**config.mk**
```make
export PLATFORM = sky130hd
export DESIGN_NAME = tx_vp_gen
export DESIGN_NICKNAME = d
export VERILOG_FILES = /design/src/rtl/tx_vp_pkg.sv /design/src/rtl/tx_vp_gen_sync.sv /design/src/rtl/tx_vp_gen.sv
export SDC_FILE = /design/constraint.sdc
export NUM_CORES = 1
export LEC_CHECK = 0
export ABC_AREA = 1
export CORE_MARGIN = 2
export CORE_UTILIZATION = 40
export DETAILED_ROUTE_END_ITERATION = 8
export GPL_ROUTABILITY_DRIVEN = 0
export GPL_TIMING_DRIVEN = 0
export HOLD_SLACK_MARGIN = 0.12
export MAX_ROUTING_LAYER = met4
export PLACE_DENSITY_LB_ADDON = 0.2
export SLEW_MARGIN = 10
export SYNTH_ARGS = -nofsm -noshare
export SYNTH_HDL_FRONTEND = slang
export SYNTH_HIERARCHICAL = 1
export SYNTH_SLANG_ARGS = --single-unit
```
**constraint.sdc**
```tcl
create_clock -name clk -period 5.78 [get_ports clk]
set_input_delay 0.578 -clock clk [delete_from_list [all_inputs] [get_ports clk]]
set_output_delay 0.578 -clock clk [all_outputs]
set_load 0.02 [all_outputs]
```
**src/rtl/tx_vp_pkg.sv**
```systemverilog
// Shared definitions for the sender-board vertical-pulse generator:
// controller state encoding and the default timing constants at 125 MHz.
package tx_vp_pkg;

  typedef enum logic [1:0] {
    FREE = 2'd0,
    ACQ  = 2'd1,
    LOCK = 2'd2
  } state_e;

  localparam int unsigned DEF_PER_F59 = 2085417;
  localparam int unsigned DEF_PER_F50 = 2500000;
  localparam int unsigned DEF_TOL     = 1024;

endpackage

```
**src/rtl/tx_vp_gen_sync.sv**
```systemverilog
// Brings the asynchronous source vsync into the clk domain and turns each
// rising edge into a registered one-cycle src_edge pulse.
module vs_sync_edge (
  input  logic clk_i,
  input  logic rst_ni,
  input  logic vs_i,
  output logic src_edge_o
);

  logic sync1_q, sync2_q, prev_q, edge_q;

  always_ff @(posedge clk_i or negedge rst_ni) begin
    if (!rst_ni) begin
      sync1_q <= 1'b0;
      sync2_q <= 1'b0;
      prev_q  <= 1'b0;
      edge_q  <= 1'b0;
    end else begin
      sync1_q <= vs_i;
      sync2_q <= sync1_q;
      prev_q  <= sync2_q;
      edge_q  <= sync2_q & ~prev_q;
    end
  end

  assign src_edge_o = edge_q;

endmodule

```
**src/rtl/tx_vp_gen.sv**
```systemverilog
// Vertical-pulse generator: follows a qualified source vsync when it is
// stable, otherwise free-runs at the nominal frame period.
module tx_vp_gen
  import tx_vp_pkg::*;
#(
  parameter int unsigned CNT_W   = 22,
  parameter int unsigned PER_F59 = DEF_PER_F59,
  parameter int unsigned PER_F50 = DEF_PER_F50,
  parameter int unsigned TOL     = DEF_TOL,
  parameter int unsigned LOCK_N  = 3
) (
  input  logic       clk,
  input  logic       rst_n,
  input  logic       f50hz,
  input  logic       vs_in,
  output logic       tx_vp,
  output logic       frame_alt,
  output logic [7:0] frame_cnt,
  output logic       locked,
  output logic       over_vp,
  output logic       vs_err
);

  localparam logic [CNT_W:0] PER59_W = (CNT_W+1)'(PER_F59);
  localparam logic [CNT_W:0] PER50_W = (CNT_W+1)'(PER_F50);
  localparam logic [CNT_W:0] TOL_W   = (CNT_W+1)'(TOL);
  localparam logic [7:0]     LOCK_W  = 8'(LOCK_N);

  logic             src_edge;
  state_e           state_q, state_d;
  logic [CNT_W-1:0] gen_cnt_q, gen_cnt_d;
  logic [CNT_W-1:0] per_cnt_q, per_cnt_d;
  logic [7:0]       good_cnt_q, good_cnt_d;
  logic             per_ref_q, per_ref_d;
  logic             f50_q, f50_prev_q;
  logic             tx_vp_q, over_vp_q, vs_err_q, locked_q, frame_alt_q;
  logic [7:0]       frame_cnt_q;

  logic             fire, over_hit, err_hit;
  logic [CNT_W:0]   per_w, lo_w, hi_w, per_inc, gen_inc;
  logic             mode_chg, in_win, edge_ok, edge_bad, int_vp;

  vs_sync_edge u_sync (
    .clk_i      (clk),
    .rst_ni     (rst_n),
    .vs_i       (vs_in),
    .src_edge_o (src_edge)
  );

  always_comb begin
    per_w    = f50_q ? PER50_W : PER59_W;
    lo_w     = per_w - TOL_W;
    hi_w     = per_w + TOL_W;
    per_inc  = {1'b0, per_cnt_q} + 1'b1;
    gen_inc  = {1'b0, gen_cnt_q} + 1'b1;
    mode_chg = f50_q != f50_prev_q;
    in_win   = (per_inc >= lo_w) && (per_inc <= hi_w);
    edge_ok  = src_edge && per_ref_q && in_win;
    edge_bad = src_edge && per_ref_q && !in_win;
    // >= rather than == keeps gen_cnt bounded if a mode switch shortens PER
    int_vp   = gen_inc >= per_w;

    state_d    = state_q;
    good_cnt_d = good_cnt_q;
    per_ref_d  = per_ref_q | src_edge;
    per_cnt_d  = src_edge ? '0 : ((&per_cnt_q) ? per_cnt_q : per_inc[CNT_W-1:0]);
    fire       = 1'b0;
    over_hit   = 1'b0;
    err_hit    = 1'b0;

    if (mode_chg) begin
      state_d    = ACQ;
      good_cnt_d = '0;
      per_ref_d  = 1'b0;
      fire       = int_vp;
    end else begin
      case (state_q)
        FREE: begin
          fire = int_vp;
          if (src_edge) state_d = ACQ;
        end
        ACQ: begin
          fire = int_vp;
          if (edge_ok) begin
            good_cnt_d = good_cnt_q + 8'd1;
            if (good_cnt_q + 8'd1 >= LOCK_W) begin
              state_d = LOCK;
              fire    = 1'b1;
            end
          end else if (edge_bad) begin
            err_hit    = 1'b1;
            good_cnt_d = '0;
          end else if (!src_edge && ({1'b0, per_cnt_q} > hi_w)) begin
            state_d    = FREE;
            good_cnt_d = '0;
            per_ref_d  = 1'b0;
          end
        end
        LOCK: begin
          if (edge_ok) begin
            fire = 1'b1;
          end else if (edge_bad) begin
            err_hit    = 1'b1;
            good_cnt_d = '0;
            state_d    = ACQ;
          end else if (!src_edge && (gen_inc >= hi_w)) begin
            fire       = 1'b1;
            over_hit   = 1'b1;
            state_d    = FREE;
            good_cnt_d = '0;
            per_ref_d  = 1'b0;
          end
        end
        default: state_d = FREE;
      endcase
    end

    gen_cnt_d = fire ? '0 : gen_inc[CNT_W-1:0];
  end

  always_ff @(posedge clk or negedge rst_n) begin
    if (!rst_n) begin
      state_q     <= FREE;
      gen_cnt_q   <= '0;
      per_cnt_q   <= '0;
      good_cnt_q  <= '0;
      per_ref_q   <= 1'b0;
      f50_q       <= 1'b0;
      f50_prev_q  <= 1'b0;
      tx_vp_q     <= 1'b0;
      over_vp_q   <= 1'b0;
      vs_err_q    <= 1'b0;
      locked_q    <= 1'b0;
      frame_alt_q <= 1'b0;
      frame_cnt_q <= '0;
    end else begin
      state_q     <= state_d;
      gen_cnt_q   <= gen_cnt_d;
      per_cnt_q   <= per_cnt_d;
      good_cnt_q  <= good_cnt_d;
      per_ref_q   <= per_ref_d;
      f50_q       <= f50hz;
      f50_prev_q  <= f50_q;
      tx_vp_q     <= fire;
      over_vp_q   <= over_hit;
      vs_err_q    <= err_hit;
      locked_q    <= (state_d == LOCK);
      frame_alt_q <= frame_alt_q ^ tx_vp_q;
      frame_cnt_q <= frame_cnt_q + {7'd0, tx_vp_q};
    end
  end

  assign tx_vp     = tx_vp_q;
  assign over_vp   = over_vp_q;
  assign vs_err    = vs_err_q;
  assign locked    = locked_q;
  assign frame_alt = frame_alt_q;
  assign frame_cnt = frame_cnt_q;

endmodule

```
==> metrics.txt <==
via/cell ratio=5.00; syn nets=809; crit path capture type=flip-flop; Tightest Hold Check Type=input port to async pin; clock transition at the registers of the reported paths=60 ps; GR Overflow Total=0; outcome=finished clean; Yosys reg bits=74; setup tns final=0 ps; syn avg cell area=7.45 um2; register area share after synthesis=33.2%; Crit Path Max Fanout=31; CTS tree=built; drt initial violations=219; Switching Power=0.340 mW; Initial Util=40.6%; YS warnings=6; DP HPWL=9850 um; Data required, critical path=6000 ps; clock skew=5.99 ps; die area=14,900 um2; initial antenna violation count=0; CP startpoint kind=flip-flop; area of the mapped netlist=5570 um2; placed cell count=945; slowest CP cell=dfrtp_2; row count=43; Worst slew margin=47.4%; H-tree levels=3; Slew @ Worst Pin=789 ps; Tmin final=3950 ps; Num CTS Buffers=9; Worst path max stage delay=840 ps; Net Sw Frac=25.7%; RSZ-0062 raised after global routing=false; # nets final=837; worst-skew pair later-pin latency=350 ps; most frequent CP cell=nand2_1; largest net degree at the start of global routing=57; worst vdd ir=0.147 mV; CP Cell Sequence=inv_1, ha_1, nand2_1, inv_1, nand2_1, nor3_1, nand3_1, nor2_1, a21oi_2, nor2_4, nand4_1, nand2_1, nand2_1, nand2_1, nand2_1, nand2_2, buf_6, nor2_2; Core Area=13,700 um2; Yosys cell types=38; wire per inst=13.4 um; CTS Sinks=74; Post-Syn Instances=748; Die Ht=122 um; Post-CTS Resized=0; Fillers=1,416; Area Overhead vs Synth=13.1%; leak pwr=3.31 nW; Slew Limit Fails=0; Max Buffers Root-to-Sink=2; share of layout cells above drive strength 1=8.97%; max cap viols=0; final count of hold timing violations=0; post-cts hold buffer count=0; critical path class=flip-flop to flip-flop; Pint=0.985 mW; achievable frequency=253 MHz; vias after detailed routing=4,804; final setup vio count=0; I/O Buffers=16; Worst EP arrival=4170 ps; antenna-violating nets left=0; antenna cell count=0; fin crit share=68.3%; 1st-pass router iterations=4; vias in the first global route=4,673; fin cells=960; setup bufs post-CTS=0; share of power burned in registers=42.0%; first-pass GRT wire length=22,100 um; Detailed Route WL=12,800 um; clock share of power=46.5%; GRT Overall Usage=19.4%; chip width=122 um; I/O pins=17; DRC=0; Logic pwr share=11.5%; Root Driver=clkbuf_16; P per Cell Area=210 nW/um2
## layout by cell type, fill, tap and decap left out, types with 3 or more instances in the layout
cell             instances
nor4_1                   7
dfrtp_1                 73
inv_1                  100
nand3b_1                 7
nand3_1                 58
nor2_2                  24
xnor2_1                 16
nand4_1                 16
clkbuf_16                9
o21ai_0                 17
ha_1                    57
nor2_1                  68
nand2_2                  4
nor2_4                   6
a21oi_1                 18
o21bai_1                 5
inv_2                    6
clkbuf_1                 7
nand2_1                195
xor2_1                  23
nor3_1                  17
clkdlybuf4s50_1         15
a31oi_1                  3
## worst max-delay path, delay by kind of cell, from the launching register on
family / cells / cell delay, ps
AOI/OAI and AO/OA: 1 / 60
adders and majority gates: 1 / 520
buffers and inverters: 3 / 910
DFF: 1 / 840
and+or+nand+nor: 13 / 1490
## state kept, by name (all words and copies together), names as in the netlist
register and flops:
u_sync/prev_q 1, good_cnt_q 8, u_sync/sync2_q 1, per_cnt_q 22
state_q 2, gen_cnt_q 22, over_vp 1, frame_alt 1
locked 1, u_sync/src_edge_o 1, tx_vp 1, f50_q 1
vs_err 1, u_sync/sync1_q 1, per_ref_q 1, frame_cnt 8
f50_prev_q 1
## cells by family after synthesis
logic type	after synthesis	share of synthesized area, %
simple gates	414	34.3
buf+inv	113	7.88
flops	74	33.2
fa+ha+maj	57	12.8
compound gates	49	5.05
xor+xnor	41	6.71
## per-layer routing
metal  part of all wire (%)  vias up  track usage [%]
li1                       -     2459                -
met1                     50     2270             25.2
met2                     46       59             30.9
met3                    2.4       16             2.43
met4                    2.0        0             7.18
met5                      0        -                -
## Yosys cell counts (all sizes together)
cell | number | area, um2
nand2 | 199 | 757
inv | 106 | 398
nor2 | 98 | 473
dfrtp | 74 | 1850
nand3 | 60 | 310
ha | 57 | 713
xor2 | 25 | 234
a21oi | 19 | 98.9
nor3 | 18 | 95.1
nand4 | 17 | 113
o21ai | 17 | 85.1
xnor2 | 16 | 140
nand3b | 9 | 75.1
nor4 | 8 | 56.3
clkbuf | 5 | 18.8
o21bai | 5 | 37.5
a31oi | 3 | 18.8
buf | 2 | 22.5
or2 | 2 | 12.5
a21o | 1 | 7.51
a221oi | 1 | 8.76
a41oi | 1 | 8.76
and3 | 1 | 6.26
nor3b | 1 | 7.51
nor4b | 1 | 8.76
o211a | 1 | 10.0
o22ai | 1 | 6.26
## final timing paths
kind / endpoint / start / slack [ps] / cells past startpoint
worst max-delay path: gen_cnt_q[2] / f50_q / 1830 / 18
worst min-delay path: per_cnt_q[17] / rst_n / 110 / 1
worst max register to register: gen_cnt_q[2] / f50_q / 1830 / 18
worst min register to register: u_sync/sync2_q / u_sync/sync1_q / 350 / 0
max in group asynchronous: f50_q / rst_n / 5100 / 2
min in group clk: u_sync/sync2_q / u_sync/sync1_q / 350 / 0
## final cells by class
class	instances	area (um2)	area share (%)
Buffer	7	41.3	0.655
Clock buffer	13	260	4.13
Inverter	106	398	6.31
Multi-Input combinational cell	561	3280	52.1
Sequential cell	74	1850	29.4
Timing Repair Buffer	17	185	2.94
Clock inverter	2	60.1	0.952
Tap cell	180	225	3.57
## power by group through the flow
stage | logic (mW) | clock network [mW] | registers (mW)
after floorplan | 0.107 | 0 | 0.559
after global placement | 0.146 | 0 | 0.565
after detailed placement | 0.153 | 0 | 0.565
after CTS | 0.154 | 0.629 | 0.556
after global routing | 0.178 | 0.646 | 0.559
final | 0.153 | 0.616 | 0.556
## stage by stage
| stage | setup slack, ps | area, um2 | util (%) | hold slack, ps | power [mW] |
|---|---|---|---|---|---|
| after floorplan | 2440 | 5570 | - | 282 | 0.666 |
| after CTS | 1160 | 6300 | 46.0 | 122 | 1.34 |
| final | 1830 | 6310 | 46.0 | 114 | 1.32 |
| after global placement | 1360 | 5960 | 43.4 | 352 | 0.711 |
| after detailed placement | 1240 | 5980 | 43.6 | 338 | 0.718 |
| after global routing | 1380 | 6310 | 46.0 | 144 | 1.38 |
(Power assumes the default switching activity.)
